### src/rtl/mem_stage.sv
// mem_stage: memory stage of the 16-bit five-stage pipeline.
// Takes the EX/MEM address and store data, runs a request/done handshake with a
// variable-latency data memory, and stalls the pipeline until each access
// completes. Load data goes back to MEM/WB in the completion cycle.
// Optional build macro MEM_WDOG_EN adds a BUSY watchdog that aborts an access
// after MEM_TIMEOUT cycles and raises a sticky timeout error.
module mem_stage #(
   parameter int ADDR_W      = 16,
   parameter int DATA_W      = 16,
   parameter int MEM_TIMEOUT = 64
) (
   input  logic              clk,
   input  logic              rst,
   input  logic              valid,
   input  logic              memRead,
   input  logic              memWrite,
   input  logic [ADDR_W-1:0] ALURes,
   input  logic [DATA_W-1:0] writeData,
   output logic              mem_req,
   output logic              mem_wr,
   output logic [ADDR_W-1:0] mem_addr,
   output logic [DATA_W-1:0] mem_wdata,
   input  logic [DATA_W-1:0] mem_rdata,
   input  logic              mem_done,
   output logic [DATA_W-1:0] readData,
   output logic              stall,
   output logic              err
);

   typedef enum logic {
      IDLE = 1'b0,
      BUSY = 1'b1
   } state_t;

   state_t            r_state;
   logic              r_req;
   logic              r_wr;
   logic [ADDR_W-1:0] r_addr;
   logic [DATA_W-1:0] r_wdata;
   logic [DATA_W-1:0] r_rdata;

   logic w_memOp;
   logic w_access;
   logic w_misalign;
   logic w_busy;
   logic w_done;
   logic w_timeout;
   logic w_errTo;

   // A memory instruction with an odd byte address is rejected, never issued.
   assign w_memOp    = valid & (memRead | memWrite);
   assign w_access   = w_memOp & ~ALURes[0];
   assign w_misalign = w_memOp & ALURes[0];
   assign w_busy     = (r_state == BUSY);
   assign w_done     = w_busy & mem_done;

`ifdef MEM_WDOG_EN
   localparam int CNT_W = $clog2(MEM_TIMEOUT + 1);

   logic [CNT_W-1:0] r_cnt;
   logic             r_errTo;

   // The access is abandoned in the BUSY cycle that would bring the count to
   // MEM_TIMEOUT, so mem_req is high for exactly MEM_TIMEOUT cycles.
   assign w_timeout = w_busy & ~mem_done & (r_cnt == CNT_W'(MEM_TIMEOUT - 1));
   assign w_errTo   = r_errTo;

   // Watchdog: count BUSY cycles without completion; timeout error stays until reset.
   always_ff @(posedge clk or posedge rst) begin
      if (rst) begin
         r_cnt   <= '0;
         r_errTo <= 1'b0;
      end else begin
         if (!w_busy) begin
            r_cnt <= '0;
         end else if (!mem_done) begin
            r_cnt <= r_cnt + 1'b1;
         end
         if (w_timeout) begin
            r_errTo <= 1'b1;
         end
      end
   end
`else
   assign w_timeout = 1'b0;
   assign w_errTo   = 1'b0;
`endif

   // Access sequencer: latch the request on issue, hold it stable while BUSY,
   // capture load data on completion. A store wins when both read and write are set.
   always_ff @(posedge clk or posedge rst) begin
      if (rst) begin
         r_state <= IDLE;
         r_req   <= 1'b0;
         r_wr    <= 1'b0;
         r_addr  <= '0;
         r_wdata <= '0;
         r_rdata <= '0;
      end else begin
         case (r_state)
            IDLE: begin
               if (w_access) begin
                  r_addr  <= ALURes;
                  r_wdata <= writeData;
                  r_wr    <= memWrite;
                  r_req   <= 1'b1;
                  r_state <= BUSY;
               end
            end
            BUSY: begin
               if (mem_done) begin
                  if (!r_wr) begin
                     r_rdata <= mem_rdata;
                  end
                  r_req   <= 1'b0;
                  r_state <= IDLE;
               end else if (w_timeout) begin
                  r_req   <= 1'b0;
                  r_state <= IDLE;
               end
            end
            default: begin
               r_req   <= 1'b0;
               r_state <= IDLE;
            end
         endcase
      end
   end

   assign mem_req   = r_req;
   assign mem_wr    = r_wr;
   assign mem_addr  = r_addr;
   assign mem_wdata = r_wdata;

   // Stall on the issue cycle and every BUSY cycle until completion or timeout;
   // the completion cycle itself lets the pipeline advance.
   assign stall    = ~rst & ((~w_busy & w_access) | (w_busy & ~mem_done & ~w_timeout));
   assign err      = ~rst & (w_misalign | w_errTo);
   assign readData = rst ? '0 : ((w_done & ~r_wr) ? mem_rdata : r_rdata);

endmodule

### config.mk
export PLATFORM = sky130hd
export DESIGN_NAME = mem_stage
export DESIGN_NICKNAME = d
export VERILOG_FILES = /design/src/rtl/mem_stage.sv
export SDC_FILE = /design/constraint.sdc
export NUM_CORES = 1
export LEC_CHECK = 0
export CORE_ASPECT_RATIO = 0.9
export CORE_MARGIN = 5
export CORE_UTILIZATION = 25
export CTS_BUF_LIST = sky130_fd_sc_hd__clkbuf_8
export DETAILED_ROUTE_END_ITERATION = 8
export SLEW_MARGIN = 20
export SYNTH_ARGS = -nofsm -noshare
export SYNTH_HDL_FRONTEND = slang
export SYNTH_SLANG_ARGS = --single-unit
### constraint.sdc
create_clock -name clk -period 4.9 [get_ports clk]
set_clock_uncertainty 0.1 [all_clocks]
set_input_delay 0.98 -clock clk [delete_from_list [all_inputs] [get_ports clk]]
set_output_delay 0.98 -clock clk [all_outputs]
set_load 0.01 [all_outputs]
# Yosys cells after proc, flatten, opt, wreduce, memory -nomap -nowiden
# Cells that the tools add are included.
# op_classes
muxes	8
eq_ne	2
bitwise	16
n_reduce_logical	3
n_lt_le_gt_ge	0
mul	0
n_shift	0
div_mod_pow	0
add_sub_neg	0
# op_table
cell	count
$mux W16	2
$and A1 B1 Y1	9
$not A1 Y1	5
$mux W1	4
$ne A2 B2 Y1 const B	2
$pmux W1 S2	2
$reduce_and A2 Y1	2
$reduce_and A3 Y1	1
$or A1 B1 Y1	2
# totals
word_cells	35
mem_bits_ro	0
regBits	51
n_memories	0
out_inout_bits	52
in_bits	54
ram_bits	0
latch_bits	0

# Logic depth before layout (Yosys ltp)
# Gate-level depths: netlist of the first run.
# depth
ltp_word	6
depth_mapped	5
depth_no_buf	3

# Worst setup path before layout of the first run
# No wires, ideal clock.
# synth_path
path_kind	input to output
startpoint	input port rst
endpoint	output port readData[0]
t_required_ns	3.820
setup_slack_ns	0.750
cell_stages	3
arrival_time_ns	3.070
n_path_buf	1
path_cell_list	inv_1 > clkbuf_1 > and2_1
# synth_between
elab_chain_cells	1
# synth_lines
element	line_no	text
start, declared	13	input logic rst,
$mux W16	139	assign readData = rst ? '0 : ((w_done & ~r_wr) ? mem_rdata : r_rdata);
end, declared	25	output logic [DATA_W-1:0] readData,
# Every way passes these cells.

# Worst setup path after layout of the first run
# layout_path
startpoint	input port mem_done
endpoint	output port readData[2]
# layout_between
elab_chain_cells	4
# layout_lines
element	line_no	text
start, declared	24	input logic mem_done,
$and A1 B1 Y1	55	assign w_done = w_busy & mem_done;
$and A1 B1 Y1	139	
$mux W16 (2 in a row)	139	
# Every way passes these cells.

==> results of run 1 <==
-- metrics by stage --
| step | cells | total power [mW] | setup slack [ns] |
|---|---|---|---|
| finish | 341 | 1.30 | 0.886 |
| global placement | 333 | 1.05 | 0.875 |
| CTS | 341 | 1.33 | 0.857 |
| detailed placement | 333 | 1.06 | 0.860 |
| floorplan | 133 | 0.788 | 0.750 |
| global route | 341 | 1.39 | 0.748 |
-- layer usage --
metal	vias to the layer above	GRT usage (%)	share of wire, %
met3	4	4.43	11
met5	-	0	0
met2	62	15.8	46
li1	661	-	-
met4	0	2.95	0.61
met1	699	11.8	43
-- worst max-delay path, stage by stage --
cell,delay (ns)
clkdlybuf4s50_1,0.51
nand3b_2,0.37
mux2_2,0.42
and2_1,0.17
clkdlybuf4s50_1,0.48
-- worst max-delay path by stage --
stage,slack [ns],start,depth (start not counted),end
detailed placement,0.86,mem_done,5,readData[2]
finish,0.89,mem_done,5,readData[2]
global placement,0.87,mem_done,5,readData[2]
CTS,0.86,mem_done,5,readData[2]
global route,0.75,mem_done,5,readData[6]
floorplan,0.75,rst,3,readData[0]
-- cell usage after synthesis --
cell type  number  area share, %
clkbuf_1        1           0.18
and2_1         17            5.2
mux2_4          2            1.5
dfrtp_1        51             62
o21ai_1         1           0.24
nand2_1         4           0.73
inv_1           1           0.18
or3_1           1           0.31
buf_6           4            2.2
nand3b_2        1           0.55
a21oi_1         1           0.24
nand2b_1        1           0.31
mux2_2         46             25
nor3b_1         1           0.37
buf_2           1           0.24
-- logic make-up (layout without fill, tap and decap cells) --
logic type      Yosys count  count (layout)
flops                    51              51
compound gates            2               2
mux                      48              48
buf+inv                   7             116
simple gates             25              25
-- registers in the layout, summed over array words and instances (netlist names) --
name       flops
mem_addr      16
mem_req        1
mem_wdata     16
mem_wr         1
r_rdata       16
r_state        1
-- area by class of cell --
type | count | share of cell area [%]
clock buffer | 7 | 2.94
timing repair buffer | 107 | 32.5
sequential | 51 | 38.9
clock inverter | 1 | 0.114
inverter | 1 | 0.114
tap | 99 | 3.78
multi-input combinational | 75 | 21.7
-- power by group through the flow --
| stage | Combinational (mW) | Sequential (mW) | Clock (mW) |
|---|---|---|---|
| 2_1_floorplan | 0.174 | 0.614 | 0 |
| 3_3_place_gp | 0.464 | 0.583 | 0 |
| 3_5_place_dp | 0.468 | 0.588 | 0 |
| 4_1_cts | 0.470 | 0.580 | 0.280 |
| 5_1_grt | 0.496 | 0.594 | 0.295 |
| 6_report | 0.460 | 0.578 | 0.263 |
==> results.md, run 1 <==
- Hold_buf cts: 0
- Post-DP Area: around 3200 um^2
- Worst Hold Slack: between 0.3 and 0.4 ns
- Syn_nets: about 190
- P_sw: 0.338 mW
- Filler instances: 775
- Fin util: about two fifths
- DP HPWL: 3620 um
- Crit path max fanout: 16
- CTS max path bufs: 2
- F_max: 249 MHz
- Final GP Congestion: a little under 0.7
- Reg2reg path depth: 3
- Max-cap viol count: 0
- Layout cells sized above 1: 24.4%
- Initial Utilization: 25.5%
- Seq/Total Area, Yosys: 62.4%
- DR WL/cell: 14.5 um
- FF-to-FF Start: r_state
- Routed WL: between 4000 and 5000 um
- Hold Fails Final Rpt: 0
- Main combinational cell family by area after synthesis: multiplexers
- CP Capture Type: output port
- Slew Viols, Final: 0
- Post-Syn Instances: 133
- Design Area, Final: 3280 um^2
- Leakage: between 1 and 1.5 nW
- N_diodes: 0
- Crit path time final: 4.01 ns
- Root buf cell: clkbuf_8
- Yosys warns: 0
- Final setup viols: 0
- CTS Buf Count: 5
- Register area: between 1000 and 1500 um^2
- H-tree depth: 2
- Post-Synth Simple-Gate Area: 7.47%
- First-pass GRT wire length: 7870 um
- RSZ-0062 raised after global routing: no
- Largest net degree at the start of global routing: 41
- Post-CTS sizing: 0
- CTS tree: built
- Relative slew slack: 55.8%
- Hold path start: mem_req
- Period utilisation layout: 81.9%
- Global route overflow: 0
- Status: completed
- Post-route DRC: 0
- Post-synthesis compound-gate area fraction: 0.490%
- Post-synthesis adder-cell area fraction: 0%
- Num rows: 31
- Clock sink count: 51
- Clock power share: 20.2%
- Most common cell after layout, fill and taps aside: clkdlybuf4s50_1
- Worst Path Arrival: between 2 and 3 ns
- Pint: about 0.96 mW
- 1st-iter DRT viols: 51
- Syn Std Cell Area: 2040 um^2
- Synth Area in XOR/XNOR: 0%
- R2R Path End: mem_wdata[0]
- TritonRoute pass-1 iters: 2
- Clk slew on worst S/H paths: 0.09 ns
- Die width: approximately 110 um
- Most frequent cells in the layout: 105 x clkdlybuf4s50_1, 51 x dfrtp_1, 46 x mux2_2
- Seq cells post-synth: slightly above 50
- Initial antenna violation count: 0
- Worst hold-check path type: register to register
- Sequential fraction of design power: between 40 and 50%
- Sw Ratio: 26.0%
- Multi-input logic area: 711 um^2
- WP data required: 3.82 ns
- PD cells: 397 nW/um^2
- Mux contribution to synthesized area: 26.8%
- Min-Delay Path Depth: 2
- Vias in the first global route: 1571
- Worst-Margin Slew: 0.662 ns
- IO buf count: ~110
- P&R area growth vs syn: 60.5%
- Ports: 106
- Worst hold endpoint: mem_req
- Worst R2R Setup Slack: 3.23 ns
- Vias: 1426
- Full die area: roughly 10000 um^2
- Post-CTS Setup Bufs: 0
- Setup TNS: 0 ns
- Clk_lat worst skew: 0.30 ns
- Avg Synthesized Cell Area: 15.4 um^2
- CP Class: input port to output port
- Die H: 95.8 um
- CP startpoint kind: input port
- Combinational share of power: 35.4%
- Core footprint: 8030 um^2
- Routed vias/inst: about 4.2
- VDD IR max: 0.144 mV
- GRT Total Usage: around a tenth
- Distinct cell type count after synthesis: 15
- Final ANT Viol Nets: 0
- Final nets: 295
No activity file was read; power rests on OpenSTA's default activity.
==> run 2, diff against run 1 <==
clock period = 4.1 ns   (was 4.9 ns; I/O delays follow)
==> run 2 against run 1 <==
  * Global-route usage is essentially flat
  * Non-clock buffer count grew 1
  * Worst setup slack lost 0.46 ns
  * Critical path depth is the same
  * Register-to-register slack lost 0.81 ns
  * Hold slack lost 0.0041 ns
  * Combinational power grew 20%
  * Count of clock-buffer cells in the layout is the same
  * Flip-flop and latch count is the same
  * Utilization grew 0.093 points
  * Clock power grew 19%
  * Routed wire length grew 0.71%
==> results.md, run 2 (synthesized netlist as in run 1, its figures left out) <==
- Status: completed (unchanged)
- Relative slew slack: 61.2% (was 55.8%)
- Leakage: 1.37 nW (about the same)
- Top delay family on crit path: buffers and inverters (unchanged)
- Sequential fraction of design power: 44.4% (about the same)
- Clock sink count: 51 (unchanged)
- First-pass GRT wire length: 7850 um (was 7870 um)
- Initial antenna violation count: 0 (unchanged)
- Global route overflow: 0 (unchanged)
- Critical path buffer and inverter count: 2 (unchanged)
- Hold_buf cts: 0 (unchanged)
- Full die area: 10100 um^2 (unchanged)
- Post-route DRC: 0 (unchanged)
- 1st-iter DRT viols: 23 (was 51)
- Crit path cell chain: clkdlybuf4s50_1 > nand3b_2 > mux2_2 > and2_1 > clkdlybuf4s50_1 (unchanged)
- DP Cell Count: 334 (was 333)
- CP Capture Type: output port (unchanged)
- Worst Path Arrival: 2.76 ns (was 2.93 ns)
- Final nets: 296 (was 295)
- Final setup viols: 0 (unchanged)
- CP Class: input port to output port (unchanged)
- VDD IR max: 0.151 mV (was 0.144 mV)
- Combinational share of power: 35.4% (about the same)
- Post-CTS sizing: 0 (unchanged)
- Core footprint: 8030 um^2 (unchanged)
- Slew Viols, Final: 0 (unchanged)
- Routed vias/inst: 4.17 (was 4.18)
- Largest net degree at the start of global routing: 36 (was 41)
- Crit path max fanout: 16 (unchanged)
- Routed WL: 4960 um (was 4930 um)
- Die width: 105 um (unchanged)
- Most common cell after layout, fill and taps aside: clkdlybuf4s50_1 (unchanged)
- CTS max path bufs: 2 (unchanged)
- Post-CTS Setup Bufs: 0 (unchanged)
- Die H: 95.8 um (unchanged)
- WP data required: 3.18 ns (was 3.82 ns)
- Root buf cell: clkbuf_8 (unchanged)
- Max incr delay on CP: 0.51 ns (about the same)
- Clock power share: 20.1% (was 20.2%)
- CP startpoint kind: input port (unchanged)
- Most frequent cells in the layout: 105 x clkdlybuf4s50_1, 51 x dfrtp_1, 46 x mux2_2 (unchanged)
- TritonRoute pass-1 iters: 3 (was 2)
- N_diodes: 0 (unchanged)
- Pint: 1.15 mW (was 0.964 mW)
- Hold path start: mem_req (unchanged)
- Clk_lat worst skew: 0.29 ns (was 0.30 ns)
- Crit path time final: between 3 and 4 ns
- Crit-path slowest cell: clkdlybuf4s50_1 (unchanged)
- P_sw: 0.404 mW (was 0.338 mW)
- Worst R2R Setup Slack: 2.42 ns (was 3.23 ns)
- CTS tree: built (unchanged)
- P&R area growth vs syn: 60.8% (was 60.5%)
- IO buf count: 105 (unchanged)
- Final GP Congestion: 0.657 (was 0.675)
- DR WL/cell: 14.5 um (about the same)
- Clk slew on worst S/H paths: 0.09 ns (about the same)
- F_max: 272 MHz
- Num rows: 31 (unchanged)
- Period utilisation layout: 89.7%
- CTS Buf Count: 5 (unchanged)
- Sw Ratio: 25.9% (was 26.0%)
- CP startpoint: mem_done (unchanged)
- RSZ-0062 raised after global routing: no (unchanged)
- GRT Total Usage: 9.79% (was 9.81%)
- Vias in the first global route: 1508 (was 1571)
- Vias: 1425 (was 1426)
- Initial Utilization: 25.5% (unchanged)
- Final ANT Viol Nets: 0 (unchanged)
- Max-cap viol count: 0 (unchanged)
- Ports: 106 (unchanged)
- Worst-Margin Slew: 0.581 ns (was 0.662 ns)
- FF-to-FF Start: r_state (unchanged)
- Most frequent CP cell: clkdlybuf4s50_1 (unchanged)
- Hold Fails Final Rpt: 0 (unchanged)
- DP HPWL: 3640 um (was 3620 um)
- Final Non-Filler Cells: 342 (was 341)
- Worst hold-check path type: register to register (unchanged)
- Setup TNS: 0 ns (unchanged)
- H-tree depth: 2 (unchanged)
- Layout cells sized above 1: 24.7% (was 24.4%)
- PD cells: 473 nW/um^2 (was 397 nW/um^2)
run 2: layout make-up:
class	count	area [um^2]
inverter	1	3.75
clock inverter	1	3.75
tap	99	124
clock buffer	7	96.3
sequential	51	1280
multi-input combinational	75	711
timing repair buffer	108	1070
fill	780	4740
run 2: layer usage:
layer	wire, um	up-vias	global-route usage [%]
met3	534	3	4.69
met5	0	-	0
met4	19	0	2.30
met1	2190	690	12.5
met2	2220	64	15.0
li1	-	668	-
run 2: worst paths after layout:
check,to,cells after the start
max reg2reg,mem_wdata[0],3
max in group asynchronous,mem_addr[0],3
min in group asynchronous,r_rdata[15],2
min reg2reg,mem_req,2
min,mem_req,2
max,readData[3],5
run 2: worst reg2reg max path: stages, from the launching register on:
cell	delay, ns
dfrtp_1	0.42
or3_1	0.40
buf_4	0.30
mux2_4	0.35
run 2: power by group through the flow:
stage	Combinational [mW]	Sequential (mW)	Clock, mW
floorplan	0.208	0.734	0
global placement	0.557	0.697	0
detailed placement	0.562	0.702	0
CTS	0.564	0.692	0.330
global route	0.596	0.704	0.354
finish	0.552	0.691	0.313
run 2: through the flow:
step	utilization [%]	area (um^2)	power (mW)	hold slack [ns]	setup WS, ns
after floorplan	-	2040	0.942	0.365	0.270
after global placement	39.7	3190	1.25	0.362	0.419
after detailed placement	39.7	3190	1.26	0.364	0.379
after CTS	41.0	3290	1.59	0.387	0.386
after global routing	41.0	3290	1.65	0.410	0.293
final	41.0	3290	1.56	0.384	0.422
==> run 3, diff against run 2 <==
CORE_UTILIZATION = 30   (was 25)
==> run 3 against run 2 <==
  * Total power down 2.0%
  * Via count is 1.5% lower
  * Clock power decreased by 11%
  * Non-clock buffer count increased by 1
  * Largest power group unchanged
  * Register-to-register slack about the same
  * Critical path depth unchanged
==> results.md, run 3 (synthesized netlist as in run 1, its figures left out) <==
- Status: completed (unchanged)
- Period utilisation layout: 89.2% (was 89.7%)
- FF-to-FF Start: r_state (unchanged)
- GRT Total Usage: 11.8% (was 9.79%)
- RSZ-0062 raised after global routing: no (unchanged)
- Crit path time final: 3.66 ns (was 3.68 ns)
- CP Capture Type: output port (unchanged)
- P&R area growth vs syn: 59.9% (was 60.8%)
- DP Cell Count: 326 (was 334)
- Clock power share: 18.3% (was 20.1%)
- Fin util: 49.4% (was 41.0%)
- Die H: 88.3 um (was 95.8 um)
- Hold_buf cts: 0 (unchanged)
- TritonRoute pass-1 iters: 3 (unchanged)
- Largest net degree at the start of global routing: 37 (was 36)
- Post-CTS sizing: 0 (unchanged)
- DR WL/cell: 14.9 um (was 14.5 um)
- Ports: 106 (unchanged)
- First-pass GRT wire length: 7920 um (was 7850 um)
- Worst hold-check path type: register to register (unchanged)
- Min-Delay Path Depth: 2 (unchanged)
- Worst R2R Setup Slack: 2.42 ns (about the same)
- Most frequent cells in the layout: 105 x clkdlybuf4s50_1, 51 x dfrtp_1, 46 x mux2_2 (unchanged)
- Slew Viols, Final: 0 (unchanged)
- WP data required: 3.18 ns (about the same)
- PD cells: 467 nW/um^2 (was 473 nW/um^2)
- Max-cap viol count: 0 (unchanged)
- Hold Fails Final Rpt: 0 (unchanged)
- 1st-iter DRT viols: 20 (was 23)
- Most Crowded Layer GR: met2 (unchanged)
- Worst Path Arrival: 2.74 ns (was 2.76 ns)
- Setup TNS: 0 ns (unchanged)
- CTS Buf Count: 5 (unchanged)
- Sw Ratio: 26.7% (was 25.9%)
- Vias in the first global route: 1483 (was 1508)
- Pint: 1.12 mW (was 1.15 mW)
- Clk_lat worst skew: 0.30 ns (was 0.29 ns)
- Initial Utilization: 30.9% (was 25.5%)
- N_diodes: 0 (unchanged)
- H-tree depth: 2 (unchanged)
- CTS max path bufs: 2 (unchanged)
- Routed WL: 4990 um (was 4960 um)
- Final ANT Viol Nets: 0 (unchanged)
- IO buf count: 105 (unchanged)
- Final GP Congestion: 0.721 (was 0.657)
- Final nets: 297 (was 296)
- Root buf cell: clkbuf_8 (unchanged)
- Full die area: 8570 um^2 (was 10100 um^2)
- GR Layer Usage met2: 19.5% (was 15.0%)
- Reg2reg path depth: 3 (unchanged)
- F_max: 273 MHz (was 272 MHz)
- Vias: 1403 (was 1425)
- Post-route DRC: 0 (unchanged)
- Clock sink count: 51 (unchanged)
- VDD IR max: 0.209 mV (was 0.151 mV)
- Layout cells sized above 1: 25.0% (was 24.7%)
- Crit path max fanout: 16 (unchanged)
- Met3 Use GR: 2.68% (was 4.69%)
- Leakage: 1.37 nW (about the same)
- P_sw: 0.407 mW (was 0.404 mW)
- Sequential fraction of design power: 45.2% (was 44.4%)
- Final Non-Filler Cells: 334 (was 342)
- Worst-Margin Slew: 0.541 ns (was 0.581 ns)
- CP startpoint kind: input port (unchanged)
- Global route overflow: 0 (unchanged)
- Most common cell after layout, fill and taps aside: clkdlybuf4s50_1 (unchanged)
- Initial antenna violation count: 0 (unchanged)
- Die width: 97.0 um (was 105 um)
- Total chip power: 1.53 mW (was 1.56 mW)
- Combinational share of power: 36.5% (was 35.4%)
- Core footprint: 6620 um^2 (was 8030 um^2)
- Final setup viols: 0 (unchanged)
- Hold path start: mem_req (unchanged)
- R2R Path End: mem_wdata[14] (was mem_wdata[0])
- Post-CTS Setup Bufs: 0 (unchanged)
- Relative slew slack: 63.8% (was 61.2%)
- Routed vias/inst: 4.20 (was 4.17)
- CTS tree: built (unchanged)
- Worst hold endpoint: mem_req (unchanged)
- CP Class: input port to output port (unchanged)
- Num rows: 28 (was 31)
- Clk slew on worst S/H paths: 0.10 ns (was 0.09 ns)
- Met1 usage: 15.0% (was 12.5%)
run 3: per-stage QoR:
step	setup WS (ns)	hold slack [ns]	instance area (um^2)
global placement	0.434	0.363	3180
floorplan	0.270	0.365	2040
global route	0.354	0.413	3270
CTS	0.412	0.391	3270
detailed placement	0.421	0.367	3180
finish	0.441	0.396	3270
run 3: worst max path at each step:
| stage | startpoint | endpoint | cells past startpoint | slack (ns) |
|---|---|---|---|---|
| global route | mem_done | readData[12] | 5 | 0.35 |
| floorplan | rst | readData[0] | 3 | 0.27 |
| CTS | mem_done | readData[8] | 5 | 0.41 |
| finish | mem_done | readData[3] | 5 | 0.44 |
| detailed placement | mem_done | readData[8] | 5 | 0.42 |
| global placement | mem_done | readData[3] | 5 | 0.43 |
run 3: power by group through the flow:
stage / registers [mW] / logic (mW) / clock network [mW]
3_5_place_dp: 0.702 / 0.569 / 0
5_1_grt: 0.707 / 0.598 / 0.322
4_1_cts: 0.691 / 0.570 / 0.298
2_1_floorplan: 0.734 / 0.208 / 0
6_report: 0.689 / 0.557 / 0.279
3_3_place_gp: 0.698 / 0.562 / 0
run 3: metal layers:
metal | vias up | wire length [um]
met1 | 670 | 2170
met5 | - | 0
met3 | 11 | 287
li1 | 670 | -
met2 | 52 | 2420
met4 | 0 | 110
run 3: final cells by class:
type,count,area (um^2)
sequential,51,1280
timing repair buffer,109,1080
multi-input combinational,75,711
fill,580,3350
inverter,1,3.75
clock buffer,5,68.8
tap,90,113
clock inverter,3,16.3
run 3: critical path: stages:
cell,delay (ns)
clkdlybuf4s50_1,0.52
nand3b_2,0.35
mux2_2,0.40
and2_1,0.16
clkdlybuf4s50_1,0.49
